--- src/rtl/axi_mm_pkg.sv ---
// Shared AXI4 memory-mapped constants and
// FSM state encoding for the burst master.
package axi_mm_pkg;

  localparam logic [1:0] BURST_INCR  = 2'b01;
  localparam logic [2:0] SIZE_1B     = 3'b000;
  localparam logic [1:0] RESP_OKAY   = 2'b00;
  localparam logic [1:0] RESP_SLVERR = 2'b10;

  localparam logic [2:0] S_IDLE = 3'd0;
  localparam logic [2:0] S_AW   = 3'd1;
  localparam logic [2:0] S_W    = 3'd2;
  localparam logic [2:0] S_B    = 3'd3;
  localparam logic [2:0] S_AR   = 3'd4;
  localparam logic [2:0] S_R    = 3'd5;
  localparam logic [2:0] S_DONE = 3'd6;

  typedef enum logic [2:0] {
    ST_IDLE = S_IDLE,
    ST_AW   = S_AW,
    ST_W    = S_W,
    ST_B    = S_B,
    ST_AR   = S_AR,
    ST_R    = S_R,
    ST_DONE = S_DONE
  } state_e;

endpackage

--- src/rtl/axi_burst_master_if.sv ---
// Command port, byte streams and AXI4 channels.
// master = burst master view, slave = everything around it.
interface axi_burst_master_if #(
  parameter int DATA_WIDTH = 8,
  parameter int ADDR_WIDTH = 32
);
  logic                  cmd_valid;
  logic                  cmd_ready;
  logic                  cmd_write;
  logic [ADDR_WIDTH-1:0] cmd_addr;
  logic [3:0]            cmd_len;

  logic [DATA_WIDTH-1:0] wr_data;
  logic                  wr_valid;
  logic                  wr_ready;
  logic [DATA_WIDTH-1:0] rd_data;
  logic                  rd_valid;
  logic                  rd_last;
  logic                  rd_ready;
  logic                  done;
  logic                  err;

  logic [ADDR_WIDTH-1:0] awaddr;
  logic                  awvalid;
  logic                  awready;
  logic [3:0]            awlen;
  logic [2:0]            awsize;
  logic [1:0]            awburst;
  logic [DATA_WIDTH-1:0] wdata;
  logic                  wvalid;
  logic                  wready;
  logic                  wlast;
  logic [1:0]            bresp;
  logic                  bvalid;
  logic                  bready;
  logic [ADDR_WIDTH-1:0] araddr;
  logic                  arvalid;
  logic                  arready;
  logic [3:0]            arlen;
  logic [2:0]            arsize;
  logic [1:0]            arburst;
  logic [DATA_WIDTH-1:0] rdata;
  logic                  rvalid;
  logic                  rresp;
  logic                  rready;
  logic                  rlast;

  modport master (
    input  cmd_valid, cmd_write, cmd_addr, cmd_len,
    input  wr_data, wr_valid, rd_ready,
    input  awready, wready, bresp, bvalid,
    input  arready, rdata, rvalid, rresp, rlast,
    output cmd_ready, wr_ready,
    output rd_data, rd_valid, rd_last,
    output done, err,
    output awaddr, awvalid, awlen, awsize, awburst,
    output wdata, wvalid, wlast, bready,
    output araddr, arvalid, arlen, arsize, arburst,
    output rready
  );

  modport slave (
    output cmd_valid, cmd_write, cmd_addr, cmd_len,
    output wr_data, wr_valid, rd_ready,
    output awready, wready, bresp, bvalid,
    output arready, rdata, rvalid, rresp, rlast,
    input  cmd_ready, wr_ready,
    input  rd_data, rd_valid, rd_last,
    input  done, err,
    input  awaddr, awvalid, awlen, awsize, awburst,
    input  wdata, wvalid, wlast, bready,
    input  araddr, arvalid, arlen, arsize, arburst,
    input  rready
  );

endinterface

--- src/rtl/axi_burst_master.sv ---
// One INCR byte burst per command (1..16 beats).
// Ports: clk, rstn (async low), bus (master modport).
module axi_burst_master
  import axi_mm_pkg::*;
#(
  parameter int DATA_WIDTH = 8,
  parameter int ADDR_WIDTH = 32
) (
  input  logic               clk,
  input  logic               rstn,
  axi_burst_master_if.master bus
);

  state_e                r_state;
  logic [ADDR_WIDTH-1:0] r_addr;
  logic [3:0]            r_len;
  logic [3:0]            r_cnt;
  logic                  r_err;
  logic                  r_cmd_ready;

  logic w_st_w;
  logic w_st_r;
  logic w_last;
  logic w_w_hs;
  logic w_r_hs;

  assign w_st_w = (r_state == ST_W);
  assign w_st_r = (r_state == ST_R);
  assign w_last = (r_cnt == r_len);
  assign w_w_hs = w_st_w & bus.wr_valid & bus.wready;
  assign w_r_hs = w_st_r & bus.rvalid & bus.rd_ready;

  always_ff @(posedge clk or negedge rstn) begin
    if (!rstn) begin
      r_state     <= ST_IDLE;
      r_addr      <= '0;
      r_len       <= '0;
      r_cnt       <= '0;
      r_err       <= 1'b0;
      r_cmd_ready <= 1'b0;
    end else begin
      r_cmd_ready <= 1'b0;
      unique case (r_state)
        ST_IDLE: begin
          r_cmd_ready <= 1'b1;
          if (bus.cmd_valid && r_cmd_ready) begin
            r_addr      <= bus.cmd_addr;
            r_len       <= bus.cmd_len;
            r_cnt       <= '0;
            r_err       <= 1'b0;
            r_cmd_ready <= 1'b0;
            r_state     <= bus.cmd_write ? ST_AW
                                         : ST_AR;
          end
        end
        ST_AW: if (bus.awready) r_state <= ST_W;
        ST_W: begin
          if (w_w_hs) begin
            r_cnt <= r_cnt + 4'd1;
            if (w_last) r_state <= ST_B;
          end
        end
        ST_B: begin
          if (bus.bvalid) begin
            r_err   <= r_err |
                       (bus.bresp != RESP_OKAY);
            r_state <= ST_DONE;
          end
        end
        ST_AR: if (bus.arready) r_state <= ST_R;
        ST_R: begin
          if (w_r_hs) begin
            r_cnt <= r_cnt + 4'd1;
            // rlast must coincide with the
            // counted last beat, else flag it
            r_err <= r_err | bus.rresp |
                     (bus.rlast != w_last);
            if (w_last) r_state <= ST_DONE;
          end
        end
        ST_DONE: begin
          r_state     <= ST_IDLE;
          r_cmd_ready <= 1'b1;
        end
        default: r_state <= ST_IDLE;
      endcase
    end
  end

  assign bus.cmd_ready = r_cmd_ready;
  assign bus.done      = (r_state == ST_DONE);
  assign bus.err       = r_err;

  assign bus.awaddr  = r_addr;
  assign bus.awlen   = r_len;
  assign bus.awvalid = (r_state == ST_AW);
  assign bus.awsize  = SIZE_1B;
  assign bus.awburst = BURST_INCR;

  assign bus.araddr  = r_addr;
  assign bus.arlen   = r_len;
  assign bus.arvalid = (r_state == ST_AR);
  assign bus.arsize  = SIZE_1B;
  assign bus.arburst = BURST_INCR;

  assign bus.wvalid   = w_st_w & bus.wr_valid;
  assign bus.wdata    = w_st_w ? bus.wr_data
                               : {DATA_WIDTH{1'b0}};
  assign bus.wlast    = w_st_w & w_last;
  assign bus.wr_ready = w_st_w & bus.wready;
  assign bus.bready   = (r_state == ST_B);

  assign bus.rready   = w_st_r & bus.rd_ready;
  assign bus.rd_valid = w_st_r & bus.rvalid;
  assign bus.rd_data  = w_st_r ? bus.rdata
                               : {DATA_WIDTH{1'b0}};
  assign bus.rd_last  = w_st_r & bus.rlast;

endmodule
--- src/flat_wrapper.sv ---
// flat-port wrapper written by rule: the top's interface ports become plain ports
module axi_burst_master_flat import axi_mm_pkg::*;
#(
  parameter int DATA_WIDTH = 8,
  parameter int ADDR_WIDTH = 32
)
  (clk, rstn, bus_cmd_valid, bus_cmd_write, bus_cmd_addr, bus_cmd_len, bus_wr_data, bus_wr_valid, bus_rd_ready, bus_awready, bus_wready, bus_bresp, bus_bvalid, bus_arready, bus_rdata, bus_rvalid, bus_rresp, bus_rlast, bus_cmd_ready, bus_wr_ready, bus_rd_data, bus_rd_valid, bus_rd_last, bus_done, bus_err, bus_awaddr, bus_awvalid, bus_awlen, bus_awsize, bus_awburst, bus_wdata, bus_wvalid, bus_wlast, bus_bready, bus_araddr, bus_arvalid, bus_arlen, bus_arsize, bus_arburst, bus_rready);
  axi_burst_master_if #(.DATA_WIDTH(DATA_WIDTH), .ADDR_WIDTH(ADDR_WIDTH)) bus_i ();
  input  logic clk;
  input  logic rstn;
  input wire logic [$bits(bus_i.cmd_valid)-1:0] bus_cmd_valid;
  input wire logic [$bits(bus_i.cmd_write)-1:0] bus_cmd_write;
  input wire logic [$bits(bus_i.cmd_addr)-1:0] bus_cmd_addr;
  input wire logic [$bits(bus_i.cmd_len)-1:0] bus_cmd_len;
  input wire logic [$bits(bus_i.wr_data)-1:0] bus_wr_data;
  input wire logic [$bits(bus_i.wr_valid)-1:0] bus_wr_valid;
  input wire logic [$bits(bus_i.rd_ready)-1:0] bus_rd_ready;
  input wire logic [$bits(bus_i.awready)-1:0] bus_awready;
  input wire logic [$bits(bus_i.wready)-1:0] bus_wready;
  input wire logic [$bits(bus_i.bresp)-1:0] bus_bresp;
  input wire logic [$bits(bus_i.bvalid)-1:0] bus_bvalid;
  input wire logic [$bits(bus_i.arready)-1:0] bus_arready;
  input wire logic [$bits(bus_i.rdata)-1:0] bus_rdata;
  input wire logic [$bits(bus_i.rvalid)-1:0] bus_rvalid;
  input wire logic [$bits(bus_i.rresp)-1:0] bus_rresp;
  input wire logic [$bits(bus_i.rlast)-1:0] bus_rlast;
  output wire logic [$bits(bus_i.cmd_ready)-1:0] bus_cmd_ready;
  output wire logic [$bits(bus_i.wr_ready)-1:0] bus_wr_ready;
  output wire logic [$bits(bus_i.rd_data)-1:0] bus_rd_data;
  output wire logic [$bits(bus_i.rd_valid)-1:0] bus_rd_valid;
  output wire logic [$bits(bus_i.rd_last)-1:0] bus_rd_last;
  output wire logic [$bits(bus_i.done)-1:0] bus_done;
  output wire logic [$bits(bus_i.err)-1:0] bus_err;
  output wire logic [$bits(bus_i.awaddr)-1:0] bus_awaddr;
  output wire logic [$bits(bus_i.awvalid)-1:0] bus_awvalid;
  output wire logic [$bits(bus_i.awlen)-1:0] bus_awlen;
  output wire logic [$bits(bus_i.awsize)-1:0] bus_awsize;
  output wire logic [$bits(bus_i.awburst)-1:0] bus_awburst;
  output wire logic [$bits(bus_i.wdata)-1:0] bus_wdata;
  output wire logic [$bits(bus_i.wvalid)-1:0] bus_wvalid;
  output wire logic [$bits(bus_i.wlast)-1:0] bus_wlast;
  output wire logic [$bits(bus_i.bready)-1:0] bus_bready;
  output wire logic [$bits(bus_i.araddr)-1:0] bus_araddr;
  output wire logic [$bits(bus_i.arvalid)-1:0] bus_arvalid;
  output wire logic [$bits(bus_i.arlen)-1:0] bus_arlen;
  output wire logic [$bits(bus_i.arsize)-1:0] bus_arsize;
  output wire logic [$bits(bus_i.arburst)-1:0] bus_arburst;
  output wire logic [$bits(bus_i.rready)-1:0] bus_rready;
  assign bus_i.cmd_valid = bus_cmd_valid;
  assign bus_i.cmd_write = bus_cmd_write;
  assign bus_i.cmd_addr = bus_cmd_addr;
  assign bus_i.cmd_len = bus_cmd_len;
  assign bus_i.wr_data = bus_wr_data;
  assign bus_i.wr_valid = bus_wr_valid;
  assign bus_i.rd_ready = bus_rd_ready;
  assign bus_i.awready = bus_awready;
  assign bus_i.wready = bus_wready;
  assign bus_i.bresp = bus_bresp;
  assign bus_i.bvalid = bus_bvalid;
  assign bus_i.arready = bus_arready;
  assign bus_i.rdata = bus_rdata;
  assign bus_i.rvalid = bus_rvalid;
  assign bus_i.rresp = bus_rresp;
  assign bus_i.rlast = bus_rlast;
  assign bus_cmd_ready = bus_i.cmd_ready;
  assign bus_wr_ready = bus_i.wr_ready;
  assign bus_rd_data = bus_i.rd_data;
  assign bus_rd_valid = bus_i.rd_valid;
  assign bus_rd_last = bus_i.rd_last;
  assign bus_done = bus_i.done;
  assign bus_err = bus_i.err;
  assign bus_awaddr = bus_i.awaddr;
  assign bus_awvalid = bus_i.awvalid;
  assign bus_awlen = bus_i.awlen;
  assign bus_awsize = bus_i.awsize;
  assign bus_awburst = bus_i.awburst;
  assign bus_wdata = bus_i.wdata;
  assign bus_wvalid = bus_i.wvalid;
  assign bus_wlast = bus_i.wlast;
  assign bus_bready = bus_i.bready;
  assign bus_araddr = bus_i.araddr;
  assign bus_arvalid = bus_i.arvalid;
  assign bus_arlen = bus_i.arlen;
  assign bus_arsize = bus_i.arsize;
  assign bus_arburst = bus_i.arburst;
  assign bus_rready = bus_i.rready;
  axi_burst_master #(.DATA_WIDTH(DATA_WIDTH), .ADDR_WIDTH(ADDR_WIDTH)) u_core (.clk(clk), .rstn(rstn), .bus(bus_i));
endmodule
--- config.mk ---
export PLATFORM = sky130hd
export DESIGN_NAME = axi_burst_master_flat
export DESIGN_NICKNAME = d
export VERILOG_FILES = /design/src/rtl/axi_mm_pkg.sv /design/src/rtl/axi_burst_master_if.sv /design/src/rtl/axi_burst_master.sv /design/src/flat_wrapper.sv
export SDC_FILE = /design/constraint.sdc
export NUM_CORES = 1
export LEC_CHECK = 0
export BUFFER_PORTS_ARGS = -buffer_cell sky130_fd_sc_hd__buf_2
export CAP_MARGIN = 20
export CORE_UTILIZATION = 41
export DETAILED_ROUTE_END_ITERATION = 12
export PLACE_DENSITY = 0.86
export SKIP_CTS_REPAIR_TIMING = 1
export SYNTH_ARGS = -nofsm -noshare
export SYNTH_HDL_FRONTEND = slang
export SYNTH_SLANG_ARGS = --single-unit
--- constraint.sdc ---
create_clock -name clk -period 2 [get_ports clk]
set_clock_uncertainty 0.15 [all_clocks]
set_input_delay 0.4 -clock clk [delete_from_list [all_inputs] [get_ports clk]]
set_output_delay 0.4 -clock clk [all_outputs]
set_load 0.05 [all_outputs]
======== Yosys cells after proc, flatten, opt, wreduce, memory -nomap -nowiden ========
Index checks and enable logic that the tools add are counted.
storage, ports and cells
  flip-flop bits (word level) ............. 45
  bits of input ports ..................... 67
  output and inout bits ................... 110
  word-level logic and storage cells ...... 65
operators by class
  add/sub/neg operators ................... 1
  equality and inequality tests ........... 16
  mux-type cells .......................... 22
  bitwise gates (word level) .............. 11
  reduce and logical (&&, ||, !) cells .... 9
operators by type and width
  operator             count
  $mux 3               9
  $pmux 3 s6           1
  $mux 8               2
  $ne 2x2->1 const B   7
  $mux 4               3
  $pmux 4 s3           1
  $eq 3x3->1 const B   3
  $and 1x1->1          8
  $reduce_and 4->1     2
  $reduce_and 8->1     1
  $eq 3x2->1 const B   2
  $reduce_bool 3->1    2
  $add 4x1->4 const B  1
  $eq 4x4->1           1
  $mux 1               4
  $eq 3x1->1 const B   1
  $logic_not 3->1      1
  $or 1x1->1           3
  $pmux 1 s3           1
  $ne 2x1->1 const B   1
  $pmux 1 s2           1
  $reduce_and 2->1     1
  $reduce_bool 2->1    1
  $logic_and 1x1->1    1
  $ne 1x1->1           1

======== Depth between registers and ports, before layout ========
  depth after elaboration ................. 5
  mapped depth ............................ 7
  gate-level depth less buffers ........... 5

======== Worst setup path before layout ========
No wires, ideal clock.
  path kind ............................... register to output
  start point ............................. register u_core.r_state[0]
  end point ............................... output bus_arvalid
  arrival time ............................ 1855 ps
  data required time ...................... 1450 ps
  slack ................................... -405 ps
  stages on the path, launching flop included .. 4
  path buffers ............................ 2
  cell sequence ........................... dfrtp_1 -> buf_2 -> clkbuf_1 -> nor3b_1
between the ends
  longest elaborated chain between the ends .. 1
RTL lines
  item                    line                     RTL
  from (decl)             axi_burst_master.sv:14   state_e r_state;
  from (signal assigned)  axi_burst_master.sv:52   r_state <= bus.cmd_write ? ST_AW
  $eq 3x3->1              axi_burst_master.sv:102  assign bus.arvalid = (r_state == ST_AR);
  to (decl)               flat_wrapper.sv:44       output wire logic [$bits(bus_i.arvalid)-1:0] bus_arvalid;
No other way between the ends.

======== Worst setup path in the final report ========
  start point ............................. register u_core.r_len[3] (netlist: u_core.bus.arlen[3])
  end point ............................... output bus_wlast
between the ends
  longest elaborated chain between the ends .. 2
RTL lines
  item                    line                     RTL
  from (decl)             axi_burst_master.sv:16   logic [3:0] r_len;
  from (signal assigned)  axi_burst_master.sv:48   r_len <= bus.cmd_len;
  $eq 4x4->1              axi_burst_master.sv:29   assign w_last = (r_cnt == r_len);
  $and 1x1->1             axi_burst_master.sv:109  assign bus.wlast = w_st_w & w_last;
  to (decl)               flat_wrapper.sv:41       output wire logic [$bits(bus_i.wlast)-1:0] bus_wlast;
No other way between the ends.

==> impl_metrics.ini <==
[outcome]
status = complete, but fails checks
violations = negative setup slack

[yosys]
syn_avg_cell_area_um2 = 11.0
seq_area_frac_synth_pct = 45.2
ys_ff_latch = 45
syn_area_mm2 = 0.00249
netlist.area_leader.share_pct = 45.2
syn_inst = 227
ys_warn_count = 0
ys_types = 31
synth_area_leaders = dfrtp_1 (45%), mux2_2 (16%), buf_4 (14%)
synth_area_leader_cell = dfrtp_1

[drt]
vias_per_cell = 4.78
drt-initial-drc-count = 56
final_antenna_net_count = 0
post_drt_wl_per_cell_um = 13.7
drc = 0
vias = 2164
drt_wl_total_um = 6210
dr.pass1.iters = 6

[sta]
fin_crit_ns = 2.17
setup_viol = 17
worst_pin_slew_ns = 0.534
timing.final.crit_share_pct = 108
hold_viol_final = 0
max_freq_ghz = 0.462
drv_slew = 0
postLayoutSetupSlackWorst_ns = -0.166
grt_setup_unrepaired = true
slew-limit-headroom_pct = 64.4

[finish]
drive_gt1_share_pct = 70.4
fin_util_pct = 62.2
syn2layout_area_growth_pct = 46.8
antenna_cells = 0
layout.nets = 445
fill_cells = 491

[global_route]
grt_pass1_wl_um = 8360
grt_max_degree = 26
grtUsageTotal_pct = 16.9
antenna_found_initial = 0
grt-ovfl-total = 0
grt_pass1_vias = 1874

[clock_network]
cts_buffer_depth = 2
cts_root_buf = clkbuf_8
clk_pin_slew_ns = 0.08
cts_max_level = 2
cts_tree = done
cts_made_buffers = 5
numClockSinks = 45
clock_latency_ns = 0.29

[worst_setup_path]
critPathLaunch = u_core.bus.arlen[3]$_DFFE_PN0P_
critical_path.startpoint_type = flip-flop
slowest_delay_ns = 0.41
cp.arrival_ns = 1.62
worstPathRequired_ns = 1.45
critical_path_class = flip-flop to primary output
crit_path_max_fanout = 4
path_delay_family = simple AND/OR/NAND/NOR gates
crit_path_end_kind = primary output
cpMaxStageDelayCell = dfrtp_2
critPathBufInv = 1
worst-r2r-setup-slack_ns = -0.06
worstReg2RegStart = u_core.bus.arlen[3]$_DFFE_PN0P_
worstPathCellList = xor2_1 -> nor4_4 -> and2_4 -> buf_8

[floorplan]
io_pins = 177
initial_core_util_pct = 42.4
rows = 28
die_h_um = 80.0
die_x_um = 80.0
core_area_mm2 = 0.00589
dieArea_mm2 = 0.00640

[worst_hold_path]
min_from = bus_cmd_addr[31]
hold_class = primary input to flip-flop

[flow_run]
drv_cap = 0

[placement]
io_buffers = 166
hpwlAfterDp_um = 4290
place_ws_ns = 0.0291
gp_congestion = 0.820
-- synth_stat cells (all sizes together) --
cell type	instances
a211o	1
a211oi	1
a21o	1
a21oi	4
a221o	1
and2	26
and3b	1
buf	52
clkbuf	5
conb	2
dfrtp	45
ha	1
mux2	36
nand2	8
nand3	5
nand3b	2
nor2	7
nor2b	3
nor3	4
nor3b	2
nor4	1
o211ai	2
o21a	2
o21ai	5
o311ai	1
o41ai	3
xnor2	1
xor2	5
-- routing by layer --
metal	track usage [%]	vias up	wire, µm
li1	-	1010	-
met1	19.6	1033	2380
met2	30.3	109	3270
met3	4.57	12	447
met4	4.82	0	119
met5	0	-	0
-- flip-flops by register name, summed over array words and instances (netlist names) --
| signal | cells |
|---|---|
| u_core.bus.araddr | 32 |
| u_core.bus.err | 1 |
| u_core.r_state | 3 |
| u_core.bus.arlen | 4 |
| u_core.bus.cmd_ready | 1 |
| u_core.r_cnt | 4 |
-- final timing paths --
check / end / cells after the start
max: bus_wlast / 4
min: u_core.bus.araddr[31]$_DFFE_PN0P_ / 2
max reg2reg: u_core.r_state[0]$_DFFE_PN0P_ / 5
min reg2reg: u_core.bus.araddr[14]$_DFFE_PN0P_ / 1
max in group asynchronous: u_core.bus.araddr[20]$_DFFE_PN0P_ / 3
min in group asynchronous: u_core.bus.araddr[0]$_DFFE_PN0P_ / 2
-- cell usage in the layout (no fill, tap or decap), types with 2 or more instances in the layout --
cell type  instances
xor2_1             5
o211ai_1           2
and2_4            16
conb_1            10
a21oi_1            4
clkbuf_8           6
buf_2            142
buf_4             20
and3b_2            3
mux2_2            36
nor2b_4            2
buf_8             16
nor2_1             6
and2_1            10
dfrtp_2            6
nor3_1             4
nand2_1            8
buf_6              8
dfrtp_1           39
o21ai_0            4
nand3b_1           2
nand3_1            5
o21a_1             2
o41ai_2            2
-- per-stage QoR --
step           area, µm²  hold WS, ns  instances  setup TNS (ns)
6_report            3660        0.185        453           -1.52
4_1_cts             3290      -0.0682        442           -5.48
3_5_place_dp        3190        0.255        434               0
2_1_floorplan       2530      -0.0456        235               0
5_1_grt             3660        0.176        453           -2.82
3_3_place_gp        3190        0.260        434               0
-- final cells by class --
type | count | area [µm²] | area share [%]
repair buffers | 190 | 1230 | 33.7
well taps | 75 | 93.8 | 2.56
multi-input cells | 135 | 1100 | 30.1
flip-flops and latches | 45 | 1130 | 31.0
clock buffers | 6 | 82.6 | 2.26
clock inverters | 2 | 13.8 | 0.376
-- worst register-to-register path, cell delays in order (launching register included) --
cell and delay, ns:
dfrtp_2 0.41, xor2_1 0.18, nor4_4 0.39, nand3_1 0.12, a221o_1 0.35, o41ai_2 0.36
-- logic make-up (layout without fill, tap and decap cells) --
group / count (synthesis) / after routing / share of synthesized area, %
flops: 45 / 45 / 45.2
simple gates: 59 / 61 / 13.8
compound gates: 21 / 21 / 6.07
xor+xnor: 6 / 6 / 2.11
buf+inv: 57 / 198 / 15.8
other cells: 2 / 10 / 0.301
mux: 36 / 36 / 16.3
fa+ha+maj: 1 / 1 / 0.502
Power is left out: the tool's default activity adds up to more than one toggle a clock period on the data nets, which glitch-free logic cannot reach.
